<file path="config.mk">
export PLATFORM = sky130hd
export DESIGN_NAME = adc_seq
export DESIGN_NICKNAME = d
export VERILOG_FILES = /design/src/rtl/adc_seq_pkg.sv /design/src/rtl/adc_seq_stats.sv /design/src/rtl/adc_seq.sv
export SDC_FILE = /design/constraint.sdc
export NUM_CORES = 1
export LEC_CHECK = 0
export CAP_MARGIN = 20
export CELL_PAD_IN_SITES_DETAIL_PLACEMENT = 0
export CELL_PAD_IN_SITES_GLOBAL_PLACEMENT = 1
export CORE_MARGIN = 4
export CORE_UTILIZATION = 35
export CTS_BUF_LIST = sky130_fd_sc_hd__clkbuf_16
export CTS_CLUSTER_SIZE = 12
export DETAILED_ROUTE_END_ITERATION = 10
export PLACE_DENSITY_LB_ADDON = 0.1
export SKIP_LAST_GASP = 1
export SLEW_MARGIN = 20
export SYNTH_ARGS = -nofsm -noshare
export SYNTH_HDL_FRONTEND = slang
export SYNTH_SLANG_ARGS = --single-unit
</file>
<file path="constraint.sdc">
create_clock -name CLK -period 2.1 [get_ports CLK]
set_input_delay 0.315 -clock CLK [delete_from_list [all_inputs] [get_ports CLK]]
set_output_delay 0.315 -clock CLK [all_outputs]
set_load 0.01 [all_outputs]
</file>
<file path="src/rtl/adc_seq_pkg.sv">
// Shared types and constants for the ADC burst sequencer.
package adc_seq_pkg;

    localparam int W_DEF   = 5;
    localparam int ACC_W   = W_DEF + 3;
    localparam int TMO_DEF = 64;

    typedef enum logic [1:0] {
        IDLE = 2'd0,
        REQ  = 2'd1,
        WAIT = 2'd2,
        FIN  = 2'd3
    } state_t;

    // Index of the final sample in a burst of 2^navg samples.
    function automatic logic [2:0] last_idx(input logic [1:0] navg);
        case (navg)
            2'd0:    last_idx = 3'd0;
            2'd1:    last_idx = 3'd1;
            2'd2:    last_idx = 3'd3;
            default: last_idx = 3'd7;
        endcase
    endfunction

endpackage

</file>
<file path="src/rtl/adc_seq_stats.sv">
// Running sum, minimum and maximum over the samples of one burst.
module adc_seq_stats
    import adc_seq_pkg::*;
#(
    parameter int W = W_DEF
) (
    input  logic         clk,
    input  logic         rst,
    input  logic         clr,
    input  logic         en,
    input  logic [W-1:0] din,
    output logic [W+2:0] sum,
    output logic [W-1:0] mn,
    output logic [W-1:0] mx
);

    // Accumulate and track extremes; clr restarts the burst statistics.
    always_ff @(posedge clk or posedge rst) begin
        if (rst) begin
            sum <= '0;
            mn  <= '0;
            mx  <= '0;
        end else if (clr) begin
            sum <= '0;
            mn  <= '1;
            mx  <= '0;
        end else if (en) begin
            sum <= sum + {3'b000, din};
            mn  <= (din < mn) ? din : mn;
            mx  <= (din > mx) ? din : mx;
        end else begin
            sum <= sum;
            mn  <= mn;
            mx  <= mx;
        end
    end

endmodule

</file>
<file path="src/rtl/adc_seq.sv">
// Burst sequencer for a SAR ADC: requests 2^NAVG conversions and reports
// mean, minimum and maximum, with a per-sample timeout.
module adc_seq
    import adc_seq_pkg::*;
#(
    parameter int W   = W_DEF,
    parameter int TMO = TMO_DEF
) (
    input  logic         CLK,
    input  logic         RST,
    input  logic         START,
    input  logic         CONT,
    input  logic [1:0]   NAVG,
    input  logic         CLR,
    output logic         GO,
    input  logic         VALID,
    input  logic [W-1:0] RESULT,
    output logic [W-1:0] AVG,
    output logic [W-1:0] MINV,
    output logic [W-1:0] MAXV,
    output logic         DONE,
    output logic         BUSY,
    output logic         ERR
);

    localparam int AW = W + 3;
    localparam int TW = (TMO > 1) ? $clog2(TMO) : 1;

    state_t          state;
    state_t          state_nxt;
    logic [1:0]      navg_r;
    logic [2:0]      scnt;
    logic [TW-1:0]   wcnt;
    logic            start_burst;
    logic            take;
    logic            tmo;
    logic [AW-1:0]   sum;
    logic [W-1:0]    mn;
    logic [W-1:0]    mx;

    adc_seq_stats #(.W(W)) u_stats (
        .clk (CLK),
        .rst (RST),
        .clr (start_burst),
        .en  (take),
        .din (RESULT),
        .sum (sum),
        .mn  (mn),
        .mx  (mx)
    );

    // State register.
    always_ff @(posedge CLK or posedge RST) begin
        if (RST) begin
            state <= IDLE;
        end else begin
            state <= state_nxt;
        end
    end

    // Next-state logic; VALID only matters while waiting for a conversion.
    always_comb begin
        state_nxt   = state;
        start_burst = 1'b0;
        take        = 1'b0;
        tmo         = 1'b0;
        case (state)
            IDLE: begin
                if (START) begin
                    state_nxt   = REQ;
                    start_burst = 1'b1;
                end else begin
                    state_nxt = IDLE;
                end
            end
            REQ: state_nxt = WAIT;
            WAIT: begin
                if (VALID) begin
                    take = 1'b1;
                    if (scnt == last_idx(navg_r)) begin
                        state_nxt = FIN;
                    end else begin
                        state_nxt = REQ;
                    end
                end else if (wcnt == TW'(TMO - 1)) begin
                    tmo       = 1'b1;
                    state_nxt = IDLE;
                end else begin
                    state_nxt = WAIT;
                end
            end
            FIN: begin
                if (CONT) begin
                    state_nxt   = REQ;
                    start_burst = 1'b1;
                end else begin
                    state_nxt = IDLE;
                end
            end
            default: state_nxt = IDLE;
        endcase
    end

    // Counters, registered strobes, result registers and the sticky error.
    always_ff @(posedge CLK or posedge RST) begin
        if (RST) begin
            navg_r <= 2'd0;
            scnt   <= 3'd0;
            wcnt   <= '0;
            GO     <= 1'b0;
            DONE   <= 1'b0;
            BUSY   <= 1'b0;
            ERR    <= 1'b0;
            AVG    <= '0;
            MINV   <= '0;
            MAXV   <= '0;
        end else begin
            GO   <= (state_nxt == REQ);
            DONE <= (state_nxt == FIN);
            BUSY <= (state_nxt != IDLE);
            if (start_burst) begin
                navg_r <= NAVG;
                scnt   <= 3'd0;
            end else if (take) begin
                scnt <= scnt + 3'd1;
            end else begin
                scnt <= scnt;
            end
            if ((state == WAIT) && !VALID && !tmo) begin
                wcnt <= wcnt + TW'(1);
            end else begin
                wcnt <= '0;
            end
            // Results move only on a completed burst; an aborted one leaves them.
            if (state == FIN) begin
                AVG  <= W'(sum >> navg_r);
                MINV <= mn;
                MAXV <= mx;
            end else begin
                AVG  <= AVG;
                MINV <= MINV;
                MAXV <= MAXV;
            end
            if (tmo) begin
                ERR <= 1'b1;
            end else if (CLR) begin
                ERR <= 1'b0;
            end else begin
                ERR <= ERR;
            end
        end
    end

endmodule

</file>
==> flow_summary.yaml <==
clock_tree:
  cts_buffers: 5
  cts-root-buf: "clkbuf_16"
  clk_latency_ns: 0.29
  cts_max_path_buffers: 2
  clock_sinks: 50
  ctsHoldBuffers: 0
  cts-resized-gates: 0
  clkTransAtPathRegs_ns: 0.07
  cts_setup_buffers: 0
  tritoncts: "built"
  htreeDepth: 2
sta:
  tightestPinTransition_ns: 0.4253
  fin_crit_ns: 1.971
  drv_slew: 0
  skew_ns: 0.007220
  final-setup-viol-count: 0
  hold_violations: 0
  rsz0062_at_grt: "no"
  final.setup.tns_ns: 0
  fmax_ghz: 0.5073
  worst_slew_margin_rel_pct: 71.61
  post-route-period-util_pct: 93.87
  holdWs_ns: 0.3457
setup_path:
  r2r-start: "u_stats.sum[0]"
  r2r_end: "u_stats.sum[4]"
  r2r_setup_slack_ns: 0.24
  endpoint: "u_stats.sum[5]"
  cp.required_ns: 2.31
  cp.arrival_ns: 2.18
  path_class: "in2reg"
  crit_start: "RESULT[2]"
  cp_max_fo: 4
  crit_path_end_kind: "flop"
  rr_worst_depth: 7
  worstSetupStartpointType: "primary input"
yosys:
  ys_warn_count: 0
  synth_edf_count: 0
  synthCells: 247
  avgSynthCellArea_um2: 11.01
  synth-main-ff-cell: "dfrtp_1"
  async_reset_ff_share_pct: 100.0
  synth.top_cell.area_share_pct: 46.02
  synthTopCellsByArea: "dfrtp_1 (46%), ha_1 (9.2%), mux2_2 (6.2%)"
  yosysSeqAreaShare_pct: 46.02
  yosysMostFrequentCell: "dfrtp_1"
  syn_area_mm2: 0.002719
  yosys.area.top_type: "dfrtp_1"
  synthTopCellsByCount: "dfrtp_1 (50), nand2_1 (31), ha_1 (20), inv_1 (20), mux2_2 (15)"
  syn_nets: 281
  ys_seq_elements: 50
  ys_types: 45
drt:
  wl_per_cell_um: 14.92
  drtIter0Drc: 35
  firstDrtPassIters: 6
  antenna_left: 0
  viasPerCell: 5.030
  wirelength_um: 5999
  via_count: 2022
  drc: 0
pwr:
  p_leak_nw: 1.622
  p_comb_share_pct: 43.4
  p_switching_w: 0.001441
  p_sw_share_pct: 35.18
  power_frac_seq_pct: 36.8
  p_int_w: 0.002656
  power_frac_clock_pct: 19.8
  ir_drop_v: 0.0004419
  p_per_area_mw_per_mm2: 1184
die:
  fp.dieW_um: 96.14
  die-area_mm2: 0.009242
  die_h_um: 96.14
  core_mm2: 0.007408
  initial_core_util_pct: 36.70
  io_pins: 32
  std_cell_rows: 31
cells_and_area:
  antenna_cells: 0
  instances_no_fill: 402
  nFillCells: 703
  drive_gt1_share_pct: 17.82
  fin_nets: 336
  synthToLayoutAreaGrowth_pct: 27.29
job:
  drv_cap: 0
place:
  portBuffers: 31
  gp_congestion: 0.8371
  place_hpwl_um: 4522
  dp.cells: 394
global_routing:
  grt_max_degree: 33
  grt_pass1_wl_um: 10440
  antenna_found_initial: 0
  grt_overflow: 0
  grt_use_total_pct: 14.78
  grt_pass1_vias: 2115
run_status:
  outcome: "complete, no violations"
worst_hold_path:
  hold_path.class: "in2async"
==> sequential cells by signal, indices dropped and copies added (netlist names) <==
name	count
BUSY	1
navg_r	2
state	2
u_stats.sum	8
MAXV	5
u_stats.mx	5
AVG	5
ERR	1
DONE	1
GO	1
u_stats.mn	5
MINV	5
scnt	3
wcnt	6
==> per-stage QoR <==
step / cell area (um^2) / utilization (%) / worst slack (ns) / total power (W)
floorplan: 2719 / - / 0.3138 / 0.002582
global placement: 3312 / 44.71 / -0.1470 / 0.003308
detailed placement: 3312 / 44.71 / -0.1811 / 0.003331
CTS: 3458 / 46.68 / 0.09691 / 0.004168
global route: 3461 / 46.72 / 0.02347 / 0.004442
finish: 3461 / 46.72 / 0.1288 / 0.004097
==> layout by cell type, fill, tap and decap left out, drive strengths merged, types with 2 or more instances in the layout <==
| cell | count |
|---|---|
| a211o | 2 |
| a211oi | 3 |
| a21o | 4 |
| a21oi | 11 |
| and3 | 2 |
| and4 | 2 |
| buf | 25 |
| clkbuf | 5 |
| clkdlybuf4s50 | 30 |
| clkinv | 2 |
| dfrtp | 50 |
| ha | 20 |
| inv | 21 |
| mux2 | 15 |
| mux2i | 5 |
| mux4 | 5 |
| nand2 | 31 |
| nand3 | 4 |
| nor2 | 15 |
| nor2b | 2 |
| nor3 | 2 |
| o211ai | 11 |
| o21a | 5 |
| o21ai | 2 |
| o31ai | 3 |
| or4 | 3 |
| xnor2 | 3 |
| xor2 | 3 |
==> power groups by stage <==
stage | clock, W | sequential (W) | combinational (W)
after floorplan | 0 | 0.00151 | 0.00107
after global placement | 0 | 0.00152 | 0.00179
after detailed placement | 0 | 0.00153 | 0.00180
after CTS | 0.000844 | 0.00151 | 0.00181
after global routing | 0.000882 | 0.00156 | 0.00200
final | 0.000813 | 0.00151 | 0.00178
==> worst min path at each step <==
stage	endpoint	depth (start not counted)
3_3_place_gp	wcnt[0]	1
4_1_cts	MINV[1]	2
2_1_floorplan	wcnt[4]	1
5_1_grt	u_stats.mx[3]	2
6_report	MINV[1]	2
3_5_place_dp	wcnt[0]	1
==> routing by layer <==
metal,share of wire (%),track usage (%)
met5,0,0
met4,1.2,3.910
met3,3.5,3.049
met2,49,25.99
met1,46,18.31
==> cell families (layout without fill, tap and decap cells) <==
group                      Yosys count  in the layout  share of synthesized area (%)
adders and majority gates           21             21                          9.940
and+or+nand+nor                     68             68                          12.01
xor gates and xnor gates             6              6                          1.933
DFF                                 50             50                          46.02
buffers and inverters               29             85                          4.418
muxes                               25             25                          12.89
AOI/OAI and AO/OA                   48             48                          12.79
==> layout make-up <==
| class | instances | area, um^2 | area share [%] |
|---|---|---|---|
| sequential | 50 | 1251 | 36.15 |
| clock buffer | 5 | 125.1 | 3.615 |
| timing repair buffer | 56 | 513.0 | 14.82 |
| clock inverter | 3 | 21.27 | 0.6146 |
| inverter | 21 | 78.83 | 2.278 |
| multi-input combinational | 168 | 1348 | 38.94 |
| tap | 99 | 123.9 | 3.579 |
==> worst max-delay path: stages <==
cell	delay (ns)
clkdlybuf4s50_1	0.50
ha_1	0.36
o21a_1	0.15
a211oi_1	0.07
buf_4	0.15
or4_1	0.47
a21oi_1	0.16
No activity file was read; power rests on OpenSTA's default activity.
==> RTL edit, RTL diff (config.mk and constraints unchanged) <==
Change the package constant `TMO_DEF` from 64 to 32.
--- a/src/rtl/adc_seq_pkg.sv
+++ b/src/rtl/adc_seq_pkg.sv
@@ -5,3 +5,3 @@
     localparam int ACC_W   = W_DEF + 3;
-    localparam int TMO_DEF = 64;
+    localparam int TMO_DEF = 32;
 
Check against the original RTL: same outputs for any inputs over 10 cycles, from zero or initial values and one cycle with RST high; that may be too few to reach the edited logic, so the function may still have changed.
==> RTL edit against the original RTL <==
First-iteration DRC count is 49% higher. Critical path depth stayed put. Setup slack better by 0.030 ns. Wire length is 5.9% lower. Critical path type unchanged. Cell area stayed put. Combinational power is 4% higher. Synthesized area is 1.4% higher. Sequential cell count is 1 lower. Utilization is 1.7 points lower. Synthesized cell count is 0.81% higher. Power is 1.9% higher.
==> RTL edit: results (changes against the original RTL) <==
Synth
  • Asr flop ratio synth: 1.00 (unchanged)
  • Post-synthesis net count: 284 (was 281)
  • Yosys cell types: 47 (was 45)
  • Adder-Cell Fraction of Synth Area: 0.103 (was 0.0994)
  • Synth Area in XOR/XNOR: 0.0191 (was 0.0193)
  • Register area share after synthesis: 0.445 (was 0.460)
  • Post-synthesis compound-gate area fraction: 0.134 (was 0.128)
  • Most frequent cells after synthesis: dfrtp_1, nand2_1, ha_1 (was dfrtp_1, nand2_1, ha_1, inv_1, mux2_2)
  • Mux contribution to synthesized area: 0.128 (was 0.129)
  • Mapped Cells: 249 (was 247)

Pwr
  • Peak VDD IR: 0.000417 V (was 0.000442 V)
  • Leakage power: 0.00155 uW (was 0.00162 uW)

Place
  • Placed wire-length estimate: 4.24 mm (was 4.52 mm)
  • RePlAce Congestion: 0.801 (was 0.837)
  • Inst Count DP: 394 (unchanged)
  • Post-place setup slack: -0.117 ns (was -0.181 ns)

Timing
  • F_max: 0.515 GHz (was 0.507 GHz)
  • Layout Skew: 0.00457 ns (was 0.00722 ns)
  • Slew headroom: 0.683 (was 0.716)
  • Hold slack: 0.359 ns (was 0.346 ns)

Detailed routing
  • First-pass DRT Iterations: 4 (was 6)
  • DR vias: 1,944 (was 2,022)
  • Vias per cell: 4.84 (was 5.03)
  • Avg WL per Cell: 14.0 um (was 14.9 um)
  • DRC marker count from the first detailed-route iteration: 52 (was 35)

Critical path
  • Worst setup endpoint: u_stats.sum[4] (was u_stats.sum[5])
  • CP Launch Point: RESULT[1] (was RESULT[2])
  • CP arrival: 2.16 ns (was 2.18 ns)
  • Largest stage delay, worst path: 0.57 ns (was 0.50 ns)
  • R2r setup slk: 0.33 ns (was 0.24 ns)

GRT
  • Total Routing Usage GR: 0.129 (was 0.148)
  • First-pass GRT wire length: 9.81 mm (was 10.4 mm)
  • Number of global-route vias before repair: 1,980 (was 2,115)
  • Largest net degree at the start of global routing: 29 (was 33)

Cells and area
  • Layout cells sized above 1: 0.203 (was 0.178)
  • Max FFs per register: 8 (unchanged)
  • Fin nets: 334 (was 336)
  • Filler cell count: 773 (was 703)

Min path
  • Type of the worst min-delay path: input port to asynchronous set/reset pin (unchanged)

Run status
  • Run status: complete, no violations (unchanged)
-- RTL edit: final cells by class --
type	count	area [um^2]	share of cell area
Inverter	19	71.3	0.0206
Sequential cell	49	1230	0.354
Clock buffer	5	125	0.0362
Timing Repair Buffer	52	493	0.142
Multi-Input combinational cell	172	1400	0.404
Clock inverter	3	18.8	0.00542
Tap cell	102	128	0.0369
-- RTL edit: power by group --
group | switching (uW) | internal (uW) | leakage, uW
sequential | 274 | 1260 | 0.000625
combinational | 863 | 988 | 0.000857
clock | 355 | 437 | 0.0000672
-- RTL edit: worst register-to-register path, stage by stage (launching register included) --
cell,delay [ns]
dfrtp_1,0.37
ha_1,0.17
inv_1,0.05
fa_1,0.38
nor2b_1,0.21
o21ai_0,0.12
a211o_1,0.26
a21oi_1,0.14
-- RTL edit: per-layer routing --
layer  share of wire  vias to the layer above  wire (um)  track usage
met4           0.015                        0         85       0.0421
met5               0                        -          0            0
li1                -                      966          -            -
met3           0.043                        6        241       0.0238
met2            0.47                       36       2640        0.209
met1            0.48                      936       2690        0.173
-- RTL edit: metrics by stage --
step	setup TNS (ns)	util	power, uW	instance area (um^2)
floorplan	0	-	2720	2760
global placement	-0.384	0.431	3420	3320
finish	0	0.450	4170	3460
CTS	0	0.450	4250	3460
detailed placement	-0.692	0.431	3430	3320
global route	0	0.450	4530	3460
-- RTL edit: logic make-up after synthesis --
family / Yosys count
xor gates and xnor gates: 6
adders and majority gates: 22
DFF: 49
and+or+nand+nor: 72
muxes: 27
AOI/OAI and AO/OA: 45
buffers and inverters: 28
